==> src/rtl/shift8_seq.sv <==
// shift8_seq: command sequencer for an external Shift8 register.
// Accepts one command per valid/ready handshake, drives ld/en/dir/sd/d for
// the register, and returns the final register contents with a done pulse.
// Optional feature macro: SHIFT8_SEQ_ROTATE_EN (ROTATE feeds q back into sd).
`timescale 1ns/1ps

module shift8_seq #(
  parameter int MAX_SHIFT = 8
) (
  input  logic       clk,
  input  logic       reset_n,
  input  logic       cmd_valid,
  output logic       cmd_ready,
  input  logic [1:0] cmd_op,
  input  logic       cmd_dir,
  input  logic [3:0] cmd_cnt,
  input  logic       cmd_fill,
  input  logic [7:0] cmd_data,
  output logic       sr_ld,
  output logic       sr_en,
  output logic       sr_dir,
  output logic       sr_sd,
  output logic [7:0] sr_d,
  input  logic [7:0] sr_q,
  output logic       done,
  output logic [7:0] result
);

  localparam logic [1:0] S_IDLE  = 2'd0;
  localparam logic [1:0] S_LOAD  = 2'd1;
  localparam logic [1:0] S_SHIFT = 2'd2;
  localparam logic [1:0] S_DONE  = 2'd3;

  localparam logic [1:0] OP_LOAD_SHIFT = 2'b00;
  localparam logic [1:0] OP_SHIFT      = 2'b01;
  localparam logic [1:0] OP_ROTATE     = 2'b10;
  localparam logic [1:0] OP_CLEAR      = 2'b11;

  localparam logic [3:0] MAX_CNT = 4'(MAX_SHIFT);

  logic [1:0] state;
  logic [1:0] op_q;
  logic [3:0] cnt_q;
  logic       fill_q;
  logic [1:0] op_dec;
  logic [3:0] cnt_sat;

  // Decode the incoming opcode and saturate the requested shift count.
  // NOTE: every signal written here gets a value on every path, so no latch is inferred.
  always_comb begin
    op_dec  = cmd_op;
`ifndef SHIFT8_SEQ_ROTATE_EN
    if (cmd_op == OP_ROTATE) op_dec = OP_LOAD_SHIFT;
`endif
    cnt_sat = (cmd_cnt > MAX_CNT) ? MAX_CNT : cmd_cnt;
  end

  assign cmd_ready = (state == S_IDLE);

`ifdef SHIFT8_SEQ_ROTATE_EN
  // Rotation takes the bit leaving the register as the serial input.
  assign sr_sd = (state == S_SHIFT && op_q == OP_ROTATE)
               ? (sr_dir ? sr_q[0] : sr_q[7])
               : fill_q;
`else
  assign sr_sd = fill_q;
`endif

  // FSM, shift counter and registered register-control outputs.
  // NOTE: sequential state uses non-blocking assignments so every register samples pre-edge values.
  always_ff @(posedge clk) begin
    if (!reset_n) begin
      state  <= S_IDLE;
      op_q   <= OP_LOAD_SHIFT;
      cnt_q  <= 4'd0;
      fill_q <= 1'b0;
      sr_ld  <= 1'b0;
      sr_en  <= 1'b0;
      sr_dir <= 1'b0;
      sr_d   <= 8'h00;
      done   <= 1'b0;
      result <= 8'h00;
    end else begin
      sr_ld <= 1'b0;
      done  <= 1'b0;
      case (state)
        S_IDLE: begin
          if (cmd_valid) begin
            op_q   <= op_dec;
            cnt_q  <= cnt_sat;
            fill_q <= cmd_fill;
            sr_dir <= cmd_dir;
            if (op_dec == OP_SHIFT) begin
              if (cnt_sat == 4'd0) begin
                state <= S_DONE;
              end else begin
                state <= S_SHIFT;
                sr_en <= 1'b1;
              end
            end else begin
              state <= S_LOAD;
              sr_ld <= 1'b1;
              sr_d  <= (op_dec == OP_CLEAR) ? 8'h00 : cmd_data;
            end
          end
        end
        S_LOAD: begin
          if (cnt_q != 4'd0 && op_q != OP_CLEAR) begin
            state <= S_SHIFT;
            sr_en <= 1'b1;
          end else begin
            state <= S_DONE;
          end
        end
        S_SHIFT: begin
          if (cnt_q == 4'd1) begin
            state <= S_DONE;
            sr_en <= 1'b0;
            cnt_q <= 4'd0;
          end else begin
            cnt_q <= cnt_q - 4'd1;
          end
        end
        S_DONE: begin
          done   <= 1'b1;
          result <= sr_q;
          state  <= S_IDLE;
        end
        default: state <= S_IDLE;
      endcase
    end
  end

endmodule

==> config.mk <==
export PLATFORM = sky130hd
export DESIGN_NAME = shift8_seq
export DESIGN_NICKNAME = d
export VERILOG_FILES = /design/src/rtl/shift8_seq.sv
export SDC_FILE = /design/constraint.sdc
export NUM_CORES = 1
export LEC_CHECK = 0
export ABC_AREA = 1
export CAP_MARGIN = 15
export CORE_ASPECT_RATIO = 0.8
export CORE_MARGIN = 4
export CORE_UTILIZATION = 25
export CTS_BUF_LIST = sky130_fd_sc_hd__clkbuf_8
export DETAILED_ROUTE_END_ITERATION = 10
export REMOVE_ABC_BUFFERS = 1
export SLEW_MARGIN = 15
export SYNTH_ARGS = -nofsm -noshare
export SYNTH_HDL_FRONTEND = slang
export SYNTH_SLANG_ARGS = --single-unit
==> constraint.sdc <==
create_clock -name clk -period 1.33 [get_ports clk]
set_input_delay 0.399 -clock clk [delete_from_list [all_inputs] [get_ports clk]]
set_output_delay 0.399 -clock clk [all_outputs]
set_load 0.02 [all_outputs]
==> results.rst <==
.. list-table::
   :header-rows: 1

   * - Metric
     - Value
   * - Total number of vias
     - ~1400
   * - H-tree depth
     - 2
   * - Proportion of layout cells with a drive suffix above 1
     - between 40% and 50%
   * - TritonCTS clock tree
     - built
   * - Most frequent cells in the layout
     - 27 x sky130_fd_sc_hd__dfxtp_1, 26 x sky130_fd_sc_hd__nor2_1, 25 x sky130_fd_sc_hd__clkdlybuf4s50_1
   * - Synth cell types
     - 22
   * - Transition time at the pin with the least slew margin
     - around 0.22 ns
   * - Die height
     - 72.8 microns
   * - Number of warning messages in the yosys log
     - 0
   * - Filler cell count
     - 500
   * - Layout overhead on the synthesized area
     - 73.9%
   * - Vias per inst
     - approximately 4.3
   * - Worst Path Arrival
     - 0.99 ns
   * - Worst slack at placement
     - -0.408 ns
   * - R2R Path End
     - sr_en
   * - Register-to-Register Setup Slack
     - 0 ns
   * - Count of input and output buffers
     - 48
   * - Top routing layer in use
     - met4
   * - DRT met1 WL
     - roughly 1700 microns
   * - Required time of the worst setup path
     - 0.93 ns
   * - Drt first pass iters
     - 4
   * - RSZ-0062 raised after global routing
     - yes
   * - Total grt overflow
     - 0
   * - Footprint of the multi-input gates
     - 778 sq um
   * - Least setup slack across all paths after layout
     - -0.0550 ns
   * - Num CTS Buffers
     - 5
   * - Power density normalized to cell area
     - about 1900 nW/um^2
   * - Startpoint of the most critical register-to-register path
     - state[1]
   * - Worst-case reg-to-reg path depth
     - 10
   * - Vias in the first global route
     - 1329
   * - Max-slew violation total from the final report
     - 0
   * - Final routed wirelength across all metal layers
     - ~3700 microns
   * - Flip-flop and latch count after synthesis
     - 29
   * - Worst IR Drop VDD
     - 0.000576 V
   * - GRT Resource Usage Total
     - 12.2%
   * - Latest clock arrival within the worst-skew pair
     - between 0.2 and 0.3 ns
   * - Pin count of the biggest net entering global routing
     - 11
   * - Area of the core
     - just over 5000 sq um
   * - Hold path endpoint
     - op_q[1]
   * - Highest Clock Rate
     - around 0.72 GHz
   * - Synthesized instance count
     - ~170
   * - Share of the yosys chip area belonging to registers
     - between 40% and 50%
   * - Number of placement rows
     - 23
   * - Diodes inserted
     - 0
   * - Path class of the lowest-slack min-delay path
     - reg -> reg
   * - Result of the run
     - finished, violations left
   * - Depth of the worst hold-timing path
     - 2
   * - Sum of negative setup slack
     - -0.0560 ns
   * - Area share of the largest cell type after synthesis
     - around 44%
   * - Horiz. Die Dim
     - slightly below 90 microns
   * - First-pass GRT wire length
     - roughly 6100 microns
   * - Initial core utilization
     - a little over a quarter
   * - Post-Syn Area
     - roughly 1300 sq um
   * - Count of hold-fix buffers inserted at cts
     - 0
   * - Number of sinks handled by clock tree synthesis
     - 29
   * - Clock input transition at the sequential cells of the worst setup and hold paths
     - approximately 0.070 ns
   * - Relative slew slack
     - 85.3%
   * - Final HPWL from detailed placement
     - approximately 2600 microns
   * - Number of primary I/O pins
     - 49
   * - Buffer depth of the longest clock path
     - 2
   * - Cell type with the largest total area after synthesis
     - sky130_fd_sc_hd__dfxtp_1
   * - Startpoint of the lowest-slack hold path
     - op_q[1]
   * - Final critical path time including I/O delays and setup
     - between 1 and 1.5 ns
   * - Crit path launch type
     - flip-flop
   * - Area occupied by registers
     - between 500 and 600 sq um
   * - Number of antenna violations at the first check in global routing
     - 0
   * - Max-capacitance violation count
     - 0
   * - Clock skew
     - about 0.0064 ns
   * - Synthesized area per cell
     - roughly 7.6 sq um
   * - Cell types occupying the most area after synthesis
     - sky130_fd_sc_hd__dfxtp_1 44%, sky130_fd_sc_hd__nand2_1 9.4%, sky130_fd_sc_hd__nor2_1 8.3%
   * - Finish-stage setup viols
     - 2
   * - Post-detailed-route wirelength per cell
     - 11.8 microns
   * - Classification of the worst setup path
     - reg -> out
   * - Violation count after the first detailed-routing iteration
     - 66
   * - Standard cell area after detailed placement
     - about 2000 sq um
   * - Remaining design rule violation count
     - 0
   * - Area of the die
     - 6490 sq um
   * - Design area
     - around 2300 sq um
   * - Final ANT Viol Nets
     - 0
   * - Worst Path Max Fanout
     - 2
   * - Core Util, Final
     - 45.4%
   * - Kind of end point of the critical path
     - output port
   * - Leakage power total
     - just under 0.001 uW
   * - Most common cell after layout, fill and taps aside
     - sky130_fd_sc_hd__dfxtp_1
   * - Final hold violation count
     - 0
   * - Metal3 WL
     - 185 microns
   * - Failing checks
     - negative setup slack
   * - Post-layout net count
     - ~290
   * - Root buffer selected by CTS
     - sky130_fd_sc_hd__clkbuf_8
   * - Gpl congestion
     - 0.791
   * - Tcrit/Tclk final
     - 104%
   * - Detailed route wirelength on metal2
     - ~1800 microns
-- registers in the layout, summed over array words and instances (netlist names) --
signal	flops
sr_sd	1
sr_ld	1
cnt_q	4
done	1
sr_d	8
result	8
op_q	2
state	2
sr_en	1
sr_dir	1
-- cell type report --
cell class	count	area share [%]
Sequential cell	29	25.5
Inverter	20	4.11
Clock inverter	2	0.602
Multi-Input combinational cell	122	34.1
Timing Repair Buffer	71	28.1
Timing Repair inverter	2	0.548
Clock buffer	6	3.61
Tap cell	62	3.40
-- per-stage QoR --
stage                     hold slack (ns)  std cells  power (uW)
final                               0.466        314        4230
after global routing                0.496        314        4550
after CTS                           0.467        313        4030
after detailed placement            0.458        298        2910
after global placement              0.455        298        2900
after floorplan                     0.444        171        2190
-- what timing repair did --
action	CTS	global route
gates cloned	1	1
setup buffers	7	1
endpoints found under the setup margin	38	34
pin swaps	21	13
resized for setup	96	39
-- synth_stat cells (all sizes together) --
master  count
clkbuf      2
nand2      37
or2         1
inv        18
dfxtp      29
nor3        2
nor2       30
ha          7
a31oi       2
buf         1
o21ai      18
clkinv      2
a21oi      18
xor2        2
nand3       5
-- where the power goes --
group / internal, uW / total (uW) / switching [uW]
logic: 1010 / 2260 / 1250
registers: 1070 / 1190 / 126
clock network: 419 / 775 / 357
total: 2500 / 4230 / 1730
-- worst max-delay path by stage --
| stage | start | to | depth (start not counted) |
|---|---|---|---|
| 6_report | state[0] | cmd_ready | 3 |
| 5_1_grt | state[1] | sr_en | 11 |
| 4_1_cts | state[1] | sr_en | 12 |
| 3_5_place_dp | cmd_op[1] | sr_d[0] | 8 |
| 2_1_floorplan | state[1] | cnt_q[2] | 9 |
| 3_3_place_gp | cmd_op[1] | sr_d[3] | 8 |
-- critical path: stages, from the launching register on --
cell,delay (ns)
sky130_fd_sc_hd__dfxtp_2,0.33
sky130_fd_sc_hd__inv_2,0.07
sky130_fd_sc_hd__ha_4,0.14
sky130_fd_sc_hd__buf_2,0.16
-- logic make-up after synthesis --
family / count (synthesis) / share of synthesized area [%]
adder cells (fa/ha/maj): 7 / 6.67
buffers and inverters: 23 / 7.05
XOR/XNOR: 2 / 1.33
AND/OR/NAND/NOR: 75 / 23.8
flip-flops: 29 / 44.2
AO/OA/AOI/OAI: 38 / 17.0
-- layer usage --
| metal | up-vias | GRT usage [%] |
|---|---|---|
| li1 | 705 | - |
| met1 | 635 | 15.3 |
| met2 | 23 | 19.9 |
| met3 | 2 | 4.85 |
| met4 | 0 | 2.98 |
| met5 | - | 0 |
(Power assumes the default switching activity.)
